===== config.mk =====
export PLATFORM = sky130hd
export DESIGN_NAME = warning_scheduler
export DESIGN_NICKNAME = d
export VERILOG_FILES = /design/src/rtl/warning_scheduler.sv
export SDC_FILE = /design/constraint.sdc
export NUM_CORES = 1
export LEC_CHECK = 0
export ABC_AREA = 1
export ABC_CLOCK_PERIOD_IN_PS = 2400
export CAP_MARGIN = 40
export CORE_MARGIN = 2
export CORE_UTILIZATION = 53
export DETAILED_ROUTE_END_ITERATION = 16
export HOLD_SLACK_MARGIN = 0.12
export PLACE_DENSITY_LB_ADDON = 0.1
export SYNTH_ARGS = -nofsm -noshare
export SYNTH_HDL_FRONTEND = slang
export SYNTH_SLANG_ARGS = --single-unit

===== constraint.sdc =====
create_clock -name i_clk -period 2.4 [get_ports i_clk]
set_input_delay 0.24 -clock i_clk [delete_from_list [all_inputs] [get_ports i_clk]]
set_output_delay 0.24 -clock i_clk [all_outputs]
set_load 0.01 [all_outputs]

===== src/rtl/warning_scheduler.sv =====
// warning_scheduler
// Time-multiplexes three obstacle-warning speakers so that only one sounds at a time.
// Each raw sensor level is debounced. Active channels are then granted in round-robin
// order. Each grant lasts a fixed dwell and is followed by a silent gap.
//
// Optional feature macro: WARN_BEEP_EN. When it is defined, the granted speaker is pulsed
// 4 cycles on, 4 cycles off during the dwell. When it is undefined, the granted speaker
// is held solidly high for the whole dwell.
//
// Ports:
//   i_clk       single clock, rising edge
//   i_rst       synchronous active-high reset (overrides i_ena)
//   i_ena       clock enable; when low every register holds
//   i_sensor    raw LIDAR proximity levels, bit i = obstacle close in direction i
//   o_speaker   registered one-hot speaker enable, zero when silent
//   o_grant_id  channel currently or last granted, 3 when idle
//   o_active    registered debounced sensor levels
//   o_busy      high whenever the scheduler is not idle
module warning_scheduler #(
  parameter int unsigned DEB   = 4,
  parameter int unsigned DWELL = 16,
  parameter int unsigned GAP   = 2
) (
  input  logic       i_clk,
  input  logic       i_rst,
  input  logic       i_ena,
  input  logic [2:0] i_sensor,
  output logic [2:0] o_speaker,
  output logic [1:0] o_grant_id,
  output logic [2:0] o_active,
  output logic       o_busy
);

  localparam logic [1:0] StIdle  = 2'd0;
  localparam logic [1:0] StDwell = 2'd1;
  localparam logic [1:0] StGap   = 2'd2;

  localparam logic [3:0] DebMax    = 4'(DEB);
  localparam logic [7:0] DwellLoad = 8'(DWELL - 1);
  localparam logic [3:0] GapLoad   = 4'(GAP - 1);

  logic [1:0]      r_state,   w_state;
  logic [2:0][3:0] r_cnt,     w_cnt;
  logic [2:0]      r_active,  w_active;
  logic [1:0]      r_last,    w_last;
  logic [1:0]      r_grant,   w_grant;
  logic [2:0]      r_speaker, w_speaker;
  logic [7:0]      r_dwell,   w_dwell;
  logic [3:0]      r_gap,     w_gap;

  // Debounce: a low sample clears the count and drops active on the same edge.
  always_comb begin
    w_cnt    = r_cnt;
    w_active = r_active;
    for (int i = 0; i < 3; i++) begin
      if (!i_sensor[i]) begin
        w_cnt[i] = 4'd0;
      end else if (r_cnt[i] == DebMax) begin
        w_cnt[i] = DebMax;
      end else begin
        w_cnt[i] = r_cnt[i] + 4'd1;
      end
      w_active[i] = (w_cnt[i] == DebMax);
    end
  end

  // Round-robin pick: rotate active so bit 0 is channel last+1, find the first set bit,
  // then map the offset back to a channel index modulo 3.
  logic [2:0] w_rot;
  logic [1:0] w_off;
  logic [2:0] w_sum;
  logic [1:0] w_sel;

  always_comb begin
    case (r_last)
      2'd0:    w_rot = {r_active[0], r_active[2], r_active[1]};
      2'd1:    w_rot = {r_active[1], r_active[0], r_active[2]};
      default: w_rot = r_active;
    endcase
    if (w_rot[0]) begin
      w_off = 2'd1;
    end else if (w_rot[1]) begin
      w_off = 2'd2;
    end else begin
      w_off = 2'd3;
    end
    w_sum = {1'b0, r_last} + {1'b0, w_off};
    w_sel = (w_sum >= 3'd3) ? 2'(w_sum - 3'd3) : w_sum[1:0];
  end

  // A new grant starts from idle, or from the last gap cycle, whenever anything is active.
  logic w_start;
  assign w_start = (r_active != 3'b000) &&
                   ((r_state == StIdle) || ((r_state == StGap) && (r_gap == 4'd0)));

`ifdef WARN_BEEP_EN
  logic [7:0] w_elapsed;
`endif

  always_comb begin
    w_state   = r_state;
    w_last    = r_last;
    w_grant   = r_grant;
    w_speaker = r_speaker;
    w_dwell   = r_dwell;
    w_gap     = r_gap;
`ifdef WARN_BEEP_EN
    w_elapsed = 8'd0;
`endif
    case (r_state)
      StIdle: ;
      StDwell: begin
        // Only the granted channel's own active bit can cut the dwell short.
        if ((r_dwell == 8'd0) || !r_active[r_grant]) begin
          w_state   = StGap;
          w_speaker = 3'b000;
          w_gap     = GapLoad;
        end else begin
          w_dwell = r_dwell - 8'd1;
`ifdef WARN_BEEP_EN
          // Elapsed dwell count as of the coming edge; bit 2 gives the 4-on/4-off beat.
          w_elapsed = DwellLoad - w_dwell;
          w_speaker = w_elapsed[2] ? 3'b000 : 3'(3'b001 << r_grant);
`endif
        end
      end
      StGap: begin
        if (r_gap != 4'd0) begin
          w_gap = r_gap - 4'd1;
        end else if (r_active == 3'b000) begin
          w_state = StIdle;
          w_grant = 2'd3;
        end
      end
      default: begin
        w_state   = StIdle;
        w_speaker = 3'b000;
        w_grant   = 2'd3;
      end
    endcase
    if (w_start) begin
      w_state   = StDwell;
      w_last    = w_sel;
      w_grant   = w_sel;
      w_speaker = 3'(3'b001 << w_sel);
      w_dwell   = DwellLoad;
    end
  end

  always_ff @(posedge i_clk) begin
    if (i_rst) begin
      r_state   <= StIdle;
      r_cnt     <= '0;
      r_active  <= 3'b000;
      r_last    <= 2'd2;
      r_grant   <= 2'd3;
      r_speaker <= 3'b000;
      r_dwell   <= 8'd0;
      r_gap     <= 4'd0;
    end else if (i_ena) begin
      r_state   <= w_state;
      r_cnt     <= w_cnt;
      r_active  <= w_active;
      r_last    <= w_last;
      r_grant   <= w_grant;
      r_speaker <= w_speaker;
      r_dwell   <= w_dwell;
      r_gap     <= w_gap;
    end
  end

  assign o_speaker  = r_speaker;
  assign o_grant_id = r_grant;
  assign o_active   = r_active;
  assign o_busy     = (r_state != StIdle);

endmodule


==> out/results.ini <==
[logic_synthesis]
synth.area.top_cells=dfxtp_1, nand2_1, ha_1
synth_seq_cells=36
synth_top_area_share_pct=33.3
syn_area_um2=2170
syn_inst=305
async_flop_share_pct=0
synth_seq_area_share_pct=33.3
synth_cell_types=35
synth_commonest_cells=nand2_1, inv_1, dfxtp_1, nand3_1, nor2_1
yosysTopAreaCell=dfxtp_1
ys.warnings.count=0
avgSynthCellArea_um2=7.10
syn_nets=326
synth_enable_flop_cells=0
ys.flop_type=dfxtp_1
synth_most_common_cell=nand2_1

[global_routing]
grt_max_degree=21
overflow=0
antenna_found_initial=0
grt_first_pass_wirelength_um=7800
first_global_vias=1852
grt_usage_pct=21.9

[worst_setup_path]
cp-start-kind=register
crit_type=reg2reg
cp-end-kind=register
critPathMaxFanout=5
worstPathRequired_ns=2.63
worstPathArrival_ns=2.73

[sta]
whs_ns=0.462
fin_crit_sh_pct=104
min_period_ns=2.51
rsz0062_at_grt=true
hold_viol=0
drv_slew=0
slew_headroom_pct=61.9
layout_setup_ws_ns=-0.106
timing.clock.skew_ns=0.00836
tightest_slew_ns=0.571
fmax_mhz=399
finalSetupViolCount=5

[floorplanning]
die_area_um2=4610
fp.dieH_um=67.9
start_util_pct=54.5
row_count=23
ioPinCount=15
die_w_um=67.9
coreArea_um2=3970

[pwr]
p_seq_share_pct=42.6
finalPower_w=0.00158
ir_drop_v=0.000429
comb_power_share_pct=23.7
clkPwrFrac_pct=33.6
p_sw_w=0.000471
power_leakage_nw=1.12
p_int_w=0.00111
powerDensity_nw_per_um2=596
switching_share_pct=29.9

[clocking]
postCtsHoldBufs=0
path_clk_slew_ns=0.07
clockBufferDepth=2
cts-htree-levels=2
numCtsBuffers=5
insertion_delay_ns=0.29
clock_sinks=36
cts-root-buf=clkbuf_8
cts_tree=done

[drt]
routed_wl_um=4360
post-route-drc-count=0
drt_iter0_drc=104
vias=1991
via_per_inst=5.16
final_antenna_net_count=0
wire_per_inst_um=11.3
firstDrtPassIters=4

[layout]
fillCellCount=355
drive_above_1_share_pct=19.9
syn_to_final_growth_pct=22.1
fin_nets=356
num_antenna_cells=0

[placement]
dp_hpwl_um=3190
gp_congestion=0.883
io_buffers=14

[status]
violations=negative setup slack
status=finished, violations left

[run]
cap_viol_max_count=0

[hold_path]
hold_path_class=reg2reg

state kept, by name, summed over array words and instances (netlist names):
| name | count |
|---|---|
| o_speaker | 3 |
| o_active | 3 |
| r_dwell | 8 |
| r_cnt | 12 |
| r_last | 2 |
| r_gap | 4 |
| r_state | 2 |
| o_grant_id | 2 |
per-stage QoR:
stage	setup WS (ns)	area [µm²]	cells	utilization (%)	TNS, ns
after floorplan	-0.0398	2180	305	-	-0.0398
after global placement	-0.0794	2450	377	61.6	-0.210
after detailed placement	-0.166	2450	377	61.6	-0.555
after CTS	-0.0783	2600	386	65.4	-0.158
after global routing	-0.275	2650	386	66.6	-1.34
final	-0.106	2650	386	66.6	-0.242
area by class of cell:
cell class              instances  area (µm²)  area share (%)
multi-input cells             215        1300            49.1
flip-flops and latches         36         734            27.8
repair buffers                 30         260            9.84
inverters                      47         176            6.67
clock buffers                   5        68.8            2.60
well taps                      50        62.6            2.37
clock inverters                 3        42.5            1.61
repair_timing:
| action | in CTS | in global routing |
|---|---|---|
| endpoints found under the setup margin | 7 | 7 |
| buffers inserted | 1 | 0 |
| resized for setup | 11 | 17 |
| pin swaps | 9 | 6 |
logic make-up after synthesis:
family / synth area share [%]
and+or+nand+nor: 29.9
AOI/OAI and AO/OA: 14.0
buffers and inverters: 10.2
DFF: 33.3
adders and majority gates: 9.01
xor gates and xnor gates: 3.64
worst max-delay path, cell delays in order (launching register included):
cell,delay (ns)
dfxtp_4,0.39
nor2_4,0.05
nand2_2,0.05
o21ai_2,0.06
o221ai_2,0.12
ha_2,0.21
inv_2,0.04
fa_1,0.50
inv_1,0.07
ha_2,0.18
nor2_4,0.12
nand2_2,0.07
nand2_1,0.06
o21a_1,0.16
nand2_2,0.09
nor2_2,0.08
o21ai_1,0.07
nor2_1,0.13
per-layer routing:
metal  part of all wire, %  wire length, µm  global-route usage [%]
met1                    49             2150                    28.6
met2                    46             2000                    35.7
met3                   3.5              152                    4.77
met4                   1.2               53                    7.25
met5                     0                0                       0
final timing paths:
kind                            slack [ns]  cells after the start            to      start
worst max-delay path                 -0.11                     17  o_speaker[1]  r_last[1]
worst max register to register       -0.11                     17  o_speaker[1]  r_last[1]
worst min-delay path                  0.46                      2      r_gap[0]   r_gap[0]
worst min register to register        0.46                      2      r_gap[0]   r_gap[0]
cells in the final DEF (no fill, tap or decap), types with 2 or more instances in the layout:
| cell | n |
|---|---|
| buf_4 | 16 |
| o21ai_1 | 3 |
| dfxtp_2 | 2 |
| nor2_1 | 25 |
| clkbuf_8 | 5 |
| dfxtp_4 | 3 |
| nand2_2 | 5 |
| ha_1 | 12 |
| a211oi_1 | 2 |
| o21ai_2 | 2 |
| xnor2_1 | 3 |
| inv_1 | 38 |
| nand2_4 | 3 |
| inv_2 | 8 |
| ha_2 | 2 |
| dfxtp_1 | 31 |
| a31oi_1 | 2 |
| nor3_2 | 2 |
| nand2_1 | 50 |
| nand3_2 | 5 |
| nor2_4 | 4 |
| a21oi_2 | 2 |
| nor3_1 | 2 |
| nand3_1 | 29 |
| clkdlybuf4s50_1 | 14 |
| nand4_1 | 7 |
| xor2_1 | 6 |
| nor2_2 | 2 |
| o21ai_0 | 14 |
| a21oi_1 | 24 |
power by group through the flow:
stage / sequential (W) / clock, W / combinational (W)
2_1_floorplan: 0.000685 / 0 / 0.000250
3_3_place_gp: 0.000685 / 0 / 0.000355
3_5_place_dp: 0.000687 / 0 / 0.000359
4_1_cts: 0.000672 / 0.000546 / 0.000369
5_1_grt: 0.000678 / 0.000566 / 0.000431
6_report: 0.000672 / 0.000530 / 0.000374
No activity file was read; power rests on OpenSTA's default activity.
